$ cat src/rtl/noc_arb_pkg.sv
`default_nettype none
// ============================================================================
// Module   : noc_arb_pkg
// Purpose  : Shared types and helpers for the NoC ingress round-robin arbiter.
// Revision : 1.0 - initial release
// ============================================================================
package noc_arb_pkg;

    typedef enum logic [0:0] {
        ST_IDLE  = 1'b0,
        ST_GRANT = 1'b1
    } arb_state_t;

    localparam int DEST_W_DEFAULT = 8;

    // Ceiling log2, never below 1 so index/counter vectors always have a bit.
    function automatic int clog2(input int value);
        int result;
        int remain;
        result = 0;
        remain = value - 1;
        while (remain > 0) begin
            result = result + 1;
            remain = remain >> 1;
        end
        if (result < 1) begin
            result = 1;
        end
        return result;
    endfunction

endpackage
`default_nettype wire

$ cat src/rtl/rr_priority_pick.sv
`default_nettype none
// ============================================================================
// Module   : rr_priority_pick
// Purpose  : Combinational round-robin pick: first request after last_grant.
// Revision : 1.0 - initial release
// ============================================================================
module rr_priority_pick
    import noc_arb_pkg::*;
#(
    parameter int NUM_REQ = 4
) (
    input  logic [NUM_REQ-1:0]        i_req,
    input  logic [clog2(NUM_REQ)-1:0] i_last_grant,
    output logic [clog2(NUM_REQ)-1:0] o_pick,
    output logic                      o_any_valid
);

    localparam int IDX_W = clog2(NUM_REQ);

    logic [31:0] w_idx;

    // Scan last_grant+1 .. last_grant+NUM_REQ, wrapping; the previous winner is tried last.
    always_comb begin
        o_pick      = '0;
        o_any_valid = 1'b0;
        w_idx       = '0;
        for (int k = 1; k <= NUM_REQ; k++) begin
            w_idx = 32'(i_last_grant) + 32'(k);
            if (w_idx >= 32'(NUM_REQ)) begin
                w_idx = w_idx - 32'(NUM_REQ);
            end
            if (!o_any_valid && i_req[w_idx[IDX_W-1:0]]) begin
                o_any_valid = 1'b1;
                o_pick      = w_idx[IDX_W-1:0];
            end
        end
    end

endmodule
`default_nettype wire

$ cat src/rtl/noc_ingress_rr_arbiter.sv
`default_nettype none
// ============================================================================
// Module   : noc_ingress_rr_arbiter
// Purpose  : Round-robin, packet-locked arbiter feeding one NoC adapter ingress
//            port, tagging each beat with the winner's tdest.
// Revision : 1.0 - initial release
// ============================================================================
module noc_ingress_rr_arbiter
    import noc_arb_pkg::*;
#(
    parameter int NUM_REQ   = 4,
    parameter int noc_dw    = 32,
    parameter int DEST_W    = DEST_W_DEFAULT,
    parameter int MAX_BURST = 16
) (
    input  logic                       clk,
    input  logic                       reset,
    input  logic [NUM_REQ-1:0]         req_tvalid,
    input  logic [NUM_REQ*noc_dw-1:0]  req_tdata,
    input  logic [NUM_REQ-1:0]         req_tlast,
    output logic [NUM_REQ-1:0]         req_tready,
    input  logic [NUM_REQ*DEST_W-1:0]  cfg_dest,
    output logic                       out_tvalid,
    output logic [noc_dw-1:0]          out_tdata,
    output logic [DEST_W-1:0]          out_tdest,
    output logic                       out_tlast,
    input  logic                       out_tready,
    output logic [clog2(NUM_REQ)-1:0]  grant_id,
    output logic                       busy
);

    localparam int IDX_W = clog2(NUM_REQ);
    localparam int CNT_W = clog2(MAX_BURST);
    localparam logic [CNT_W-1:0] c_last_beat = CNT_W'(MAX_BURST - 1);

    arb_state_t         r_state;
    logic [IDX_W-1:0]   r_grant_id;
    logic [IDX_W-1:0]   r_last_grant;
    logic [CNT_W-1:0]   r_beat_cnt;
    logic               r_out_tvalid;
    logic [noc_dw-1:0]  r_out_tdata;
    logic [DEST_W-1:0]  r_out_tdest;
    logic               r_out_tlast;

    logic [IDX_W-1:0]   w_pick;
    logic               w_any_valid;
    logic               w_sel_valid;
    logic               w_sel_last;
    logic [noc_dw-1:0]  w_sel_data;
    logic [DEST_W-1:0]  w_sel_dest;
    logic               w_slot_free;
    logic               w_accept;
    logic               w_release;

    rr_priority_pick #(
        .NUM_REQ (NUM_REQ)
    ) u_pick (
        .i_req        (req_tvalid),
        .i_last_grant (r_last_grant),
        .o_pick       (w_pick),
        .o_any_valid  (w_any_valid)
    );

    // Only the granted requester's lanes reach the output register.
    always_comb begin
        w_sel_valid = 1'b0;
        w_sel_last  = 1'b0;
        w_sel_data  = '0;
        w_sel_dest  = '0;
        for (int i = 0; i < NUM_REQ; i++) begin
            if (r_grant_id == IDX_W'(i)) begin
                w_sel_valid = req_tvalid[i];
                w_sel_last  = req_tlast[i];
                w_sel_data  = req_tdata[i*noc_dw +: noc_dw];
                w_sel_dest  = cfg_dest[i*DEST_W +: DEST_W];
            end
        end
    end

    assign w_slot_free = !r_out_tvalid || out_tready;
    assign w_accept    = (r_state == ST_GRANT) && w_sel_valid && w_slot_free;
    assign w_release   = w_accept && (w_sel_last || (r_beat_cnt == c_last_beat));

    always_comb begin
        req_tready = '0;
        for (int i = 0; i < NUM_REQ; i++) begin
            if ((r_state == ST_GRANT) && (r_grant_id == IDX_W'(i))) begin
                req_tready[i] = w_slot_free;
            end
        end
    end

    always_ff @(posedge clk or posedge reset) begin
        if (reset) begin
            r_state      <= ST_IDLE;
            r_grant_id   <= '0;
            r_last_grant <= IDX_W'(NUM_REQ - 1);
            r_beat_cnt   <= '0;
            r_out_tvalid <= 1'b0;
            r_out_tdata  <= '0;
            r_out_tdest  <= '0;
            r_out_tlast  <= 1'b0;
        end else begin
            if (w_accept) begin
                r_out_tvalid <= 1'b1;
                r_out_tdata  <= w_sel_data;
                r_out_tdest  <= w_sel_dest;
                r_out_tlast  <= w_sel_last;
            end else if (out_tready) begin
                r_out_tvalid <= 1'b0;
            end

            case (r_state)
                ST_IDLE: begin
                    if (w_any_valid) begin
                        r_state    <= ST_GRANT;
                        r_grant_id <= w_pick;
                        r_beat_cnt <= '0;
                    end
                end
                ST_GRANT: begin
                    if (w_release) begin
                        r_state      <= ST_IDLE;
                        r_last_grant <= r_grant_id;
                        r_beat_cnt   <= '0;
                    end else if (w_accept) begin
                        r_beat_cnt <= r_beat_cnt + 1'b1;
                    end
                end
                default: r_state <= ST_IDLE;
            endcase
        end
    end

    assign out_tvalid = r_out_tvalid;
    assign out_tdata  = r_out_tdata;
    assign out_tdest  = r_out_tdest;
    assign out_tlast  = r_out_tlast;
    assign grant_id   = r_grant_id;
    assign busy       = (r_state == ST_GRANT);

endmodule
`default_nettype wire
$ cat config.mk
export PLATFORM = sky130hd
export DESIGN_NAME = noc_ingress_rr_arbiter
export DESIGN_NICKNAME = d
export VERILOG_FILES = /design/src/rtl/noc_arb_pkg.sv /design/src/rtl/rr_priority_pick.sv /design/src/rtl/noc_ingress_rr_arbiter.sv
export SDC_FILE = /design/constraint.sdc
export NUM_CORES = 1
export LEC_CHECK = 0
export BUFFER_PORTS_ARGS = -buffer_cell sky130_fd_sc_hd__buf_2
export CAP_MARGIN = 10
export CORE_MARGIN = 2
export CORE_UTILIZATION = 46
export CTS_BUF_LIST = sky130_fd_sc_hd__clkbuf_4 sky130_fd_sc_hd__clkbuf_8
export DETAILED_ROUTE_END_ITERATION = 10
export PLACE_DENSITY = 0.9
export SYNTH_ARGS = -nofsm -noshare
export SYNTH_HDL_FRONTEND = slang
export SYNTH_HIERARCHICAL = 1
export SYNTH_SLANG_ARGS = --single-unit
$ cat constraint.sdc
create_clock -name clk -period 3.34 [get_ports clk]
set_input_delay 0.334 -clock clk [delete_from_list [all_inputs] [get_ports clk]]
set_output_delay 0.334 -clock clk [all_outputs]
set_load 0.02 [all_outputs]
; ---- Word level (Yosys, flattened, before mapping)
; Cells that the tools add are included.
[word_totals]
output_inout_bits = 49
regBits = 51
in_bits = 171
[op_classes]
add_sub_neg = 9
muxes = 49
bitwise_logic = 1
order_cmp = 8
reduce_logical = 21
eq_ne = 6
[ops]
columns = op, count
row1 = $mux W32, 4
row2 = $mux W8, 4
row3 = $mux W1, 24
row4 = $mux W2, 8
row5 = $lt A2 B3 Y1 const B, 4
row6 = $mux W4, 3
row7 = $logic_and A1 B1 Y1, 10
row8 = $ge A3 B3 Y1 const B, 3
row9 = $bmux W1 S2, 4
row10 = $pmux W4 S2, 1
row11 = $sub A2 B1 Y2 const B, 4
row12 = $add A2 B2 Y3 const B, 2
row13 = $reduce_and A2 Y1, 3
row14 = $add A2 B3 Y4 const B, 1
row15 = $add A4 B1 Y4 const B, 1
row16 = $eq A2 B2 Y1 const B, 2
row17 = $eq A4 B4 Y1 const B, 1
row18 = $ge A4 B3 Y1 const B, 1
row19 = $logic_not A1 Y1, 4
row20 = $add A2 B1 Y3 const B, 1
row21 = $ne A3 B1 Y1 const B, 1
row22 = $eq A2 B1 Y1 const B, 1
row23 = $logic_not A2 Y1, 1
row24 = $logic_or A1 B1 Y1, 2
row25 = other kinds (4), 4

; ---- Logic depth before layout (Yosys ltp)
[logic_depth]
ltp_word = 17
depth_mapped = 6
depth_no_buf = 5

; ---- Modules after synthesis
; The synthesis kept the hierarchy.
[by_module_without_submodules]
columns = mod, seq_area_each_um2, area_each_um2, n_inst, cells_each
row1 = noc_ingress_rr_arbiter, 1278.7, 3014.1, 1, 185
row2 = rr_priority_pick, 0.0, 91.3, 1, 14

; ---- Worst setup path after synthesis
; No wires, ideal clock.
[synth_timing]
path_kind = reg2reg
from = register r_grant_id[0], in the netlist grant_id[0]
to = register r_out_tdata[12], in the netlist out_tdata[12]
required_time_ps = 3212
slack_ps = 1297
n_path_buf = 2
t_arrival_ps = 1916
synth_period_minus_slack_ps = 2043
path_stages_with_launch = 5
cell_sequence = dfrtp_1 buf_2 buf_2 mux4_2 mux2_1
[synth_between]
elab_chain_cells = 7
elab_cells_between_ends = 14
cone_classes = eq/ne: 3 / mux: 8 / reduce/logical: 3
[synth_lines]
columns = element, line_no
row1 = "start, declared", noc_ingress_rr_arbiter.sv:37  ; logic [IDX_W-1:0] r_grant_id;
row2 = "start signal, assigned", noc_ingress_rr_arbiter.sv:117  ; r_grant_id <= w_pick;
row3 = $logic_not A2 Y1, noc_ingress_rr_arbiter.sv:71  ; if (r_grant_id == IDX_W'(i)) begin
row4 = $mux W1 (4 in series), noc_ingress_rr_arbiter.sv:71
row5 = $logic_and A1 B1 Y1 (2 in series), noc_ingress_rr_arbiter.sv:81  ; assign w_accept = (r_state == ST_GRANT) && w_sel_valid && w_slot_free;
row6 = "end signal, assigned", noc_ingress_rr_arbiter.sv:106  ; r_out_tdata <= w_sel_data;
row7 = "end, declared", noc_ingress_rr_arbiter.sv:41  ; logic [noc_dw-1:0] r_out_tdata;
; Parallel ways exist; a longest one is shown, timed or not.
; A chain may end at the register's enable or synchronous reset.

; ---- Final worst setup path
[layout_timing]
from = register r_grant_id[0], in the netlist grant_id[0]
to = register r_last_grant[0]
[layout_between]
elab_chain_cells = 9
elab_cells_between_ends = 17
cone_classes = eq/ne: 3 / mux: 8 / reduce/logical: 6
[layout_lines]
columns = element, line_no
row1 = $logic_not A2 Y1, noc_ingress_rr_arbiter.sv:71
row2 = $mux W1 (4 in series), noc_ingress_rr_arbiter.sv:71
row3 = $logic_and A1 B1 Y1 (2 in series), noc_ingress_rr_arbiter.sv:81
row4 = $logic_and A1 B1 Y1, noc_ingress_rr_arbiter.sv:82  ; assign w_release = w_accept && (w_sel_last || (r_beat_cnt == c_last_beat));
row5 = $reduce_and A2 Y1 (no source line), -
row6 = "end signal, assigned", noc_ingress_rr_arbiter.sv:97  ; r_last_grant <= IDX_W'(NUM_REQ - 1);
row7 = "end signal, assigned", noc_ingress_rr_arbiter.sv:124  ; r_last_grant <= r_grant_id;
row8 = "end, declared", noc_ingress_rr_arbiter.sv:38  ; logic [IDX_W-1:0] r_last_grant;
; Parallel ways exist; a longest one is shown, timed or not.

==> metrics <==
Max Clock Skew=0.00475 ns; CP required=3.57 ns; final count of hold timing violations=0; die width=86.2 um; GRT met1 Usage=29.0%; Mapped Cells=199; Max Slew Vio Count=0; antenna violation net count after detailed routing=0; Area Growth Syn to Fin=40.6%; Finished Core Util=68.0%; Final Setup Violations=0; Tcrit/Tclk final=69.0%; I/O pins=220; Core Box Area=6420 um^2; Initial Util=48.4%; routed wire length=8.69 mm; Setup crit start=grant_id[0]$_DFFE_PP0P_; synth unique cells=33; iteration count of the initial detailed-routing pass=4; first-pass GRT wire length=13.6 mm; final setup TNS=0 ns; unrepaired setup endpoints after global routing=no; most frequent cells in the layout=219 x buf_2, 47 x dfrtp_1, 42 x mux4_2, 31 x mux2_2, 14 x mux2_1; Power per Cell Area=901 nW/um^2; dpl hpwl=7.10 mm; clock slew at reported path FFs=0.09 ns; WP data arrival=2.53 ns; GR peak layer=met2; Clock Root Buffer=clkbuf_8; Mapped Avg Cell Area=15.6 um^2; nets=588; element type at the critical path end=register; Final GP Congestion=0.776; CTS tree=yes; crit-path leading delay family=multiplexers; peak fanout along the critical path=24; Slew HR=40.1%; via count=2731; Net Count, Synth=371; Die ar.=7420 um^2; layout cells sized above 1=75.5%; Worst-Skew Late Latency=0.29 ns; GRT met3 Usage=4.62%; Post-Syn Area=3110 um^2; sequence of cells on the critical path=buf_4, mux4_2, a31oi_2, or2_1, mux2_2; initial drt markers=75; Pwr Total=3.93 mW; sequential element share of the synthesized area=41.2%; Reg2Reg Launch Point=grant_id[0]$_DFFE_PP0P_; post-DR wirelength/cell=17.6 um; critical path's slowest cell=mux4_2; slowest stage delay, CP=0.62 ns; Post CTS Setup Buffer Count=0; worst slew pin tran=0.898 ns; CP Launch Type=register; Via density=5.53; port buffer count=219; met2 Use GR=43.7%; Fill cells=483; row cnt=29; GRT Total Usage=23.7%; Post-CTS Hold Buffers=0; Placed Cells=486; number of global-route vias before repair=2857; leakage=2.12 nW; initial antenna violation count=0; worst hold path type=in -> async; Ant. Diodes=0; largest net degree at the start of global routing=43; Yosys reg bits=51; fin crit period=2.30 ns; Bufs on Longest Clock Path=2; Final Non-Filler Cells=494; fmax=434 MHz; Post-CTS Resized=0; Buffers & Inverters on Critical Path=1; max cap viols=0; most common cell after layout, fill and taps aside=buf_2; Num CTS Buffers=5; Setup CP Type=reg -> reg; Peak supply drop=0.000404 V; Ys Warns=6; Sink Count=51; DRC Markers=0; Die H=86.2 um; H-tree Lvls=2; status=finished clean; total gr overflow=0
-- per-layer routing --
layer / wire [um] / share of wire [%]
met2: 4780 / 55
met4: 43 / 0.49
met3: 612 / 7.0
met5: 0 / 0
met1: 3250 / 37
-- path summary, 6_finish.rpt --
path | end | slack, ns | cells after the start
min in group clk | out_tvalid$_DFFE_PP0P_ | 0.37 | 3
max in group asynchronous | out_tdata[21]$_DFFE_PP0P_ | 2.43 | 3
worst max register to register | r_last_grant[0]$_DFFE_PP1P_ | 1.04 | 5
worst min-delay path | out_tdata[12]$_DFFE_PP0P_ | 0.22 | 2
worst max-delay path | r_last_grant[0]$_DFFE_PP1P_ | 1.04 | 5
worst min register to register | out_tdata[12]$_DFFE_PP0P_ | 0.49 | 1
-- Yosys cell counts, drive strengths merged --
cell    instances  share of area (%)
mux2i           1               0.32
ha              1               0.40
nor2            3               0.36
o21ai           3               0.48
a21oi           4               0.77
nor3b           2               0.48
mux2           45                 16
or4             1               0.24
or2             1               0.20
and2b           1               0.24
nor3            1               0.16
dfrtp          49                 39
buf            12                2.3
o221ai          1               0.48
a31oi           2               0.60
and4            1               0.28
mux4           42                 30
clkbuf          3               0.36
or4b            1               0.32
o211ai          2               0.48
o21a            1               0.24
nand2b          6                1.2
nand3           5               0.97
dfstp           2                1.7
nand2           6               0.73
inv             3               0.36
-- layout make-up --
cell class	instances	area (um^2)	area share, %
clock buffer	7	83.8	1.92
clock inverter	1	5.00	0.115
inverter	3	11.3	0.258
multi-input combinational	130	1730	39.7
sequential	51	1280	29.4
tap	77	96.3	2.21
timing repair buffer	225	1150	26.4
-- flip-flops by register name, indices dropped and copies added, names as in the netlist --
| register | flops |
|---|---|
| busy | 1 |
| grant_id | 2 |
| out_tdata | 32 |
| out_tdest | 8 |
| out_tlast | 1 |
| out_tvalid | 1 |
| r_beat_cnt | 4 |
| r_last_grant | 2 |
-- stage by stage --
step	hold WS, ns	cell area, um^2	worst slack, ns
final	0.224	4370	1.04
after global routing	0.315	4370	0.899
after floorplan	0.486	3110	1.30
after detailed placement	0.476	4280	1.04
after global placement	0.468	4280	1.10
after CTS	0.249	4370	1.02
-- cells by family (layout without fill, tap and decap cells) --
family / count (synthesis) / after routing / share of synthesized area, %
fa+ha+maj: 1 / 1 / 0.403
mux: 88 / 88 / 47.1
simple gates: 28 / 28 / 5.20
compound gates: 13 / 13 / 3.06
buf+inv: 18 / 236 / 3.06
flops: 51 / 51 / 41.2
-- power by group --
group	internal (mW)	total, mW	switching, mW
sequential	0.950	1.16	0.205
combinational	1.23	2.42	1.19
clock	0.164	0.357	0.193
total	2.34	3.93	1.59
(Power assumes the default switching activity.)
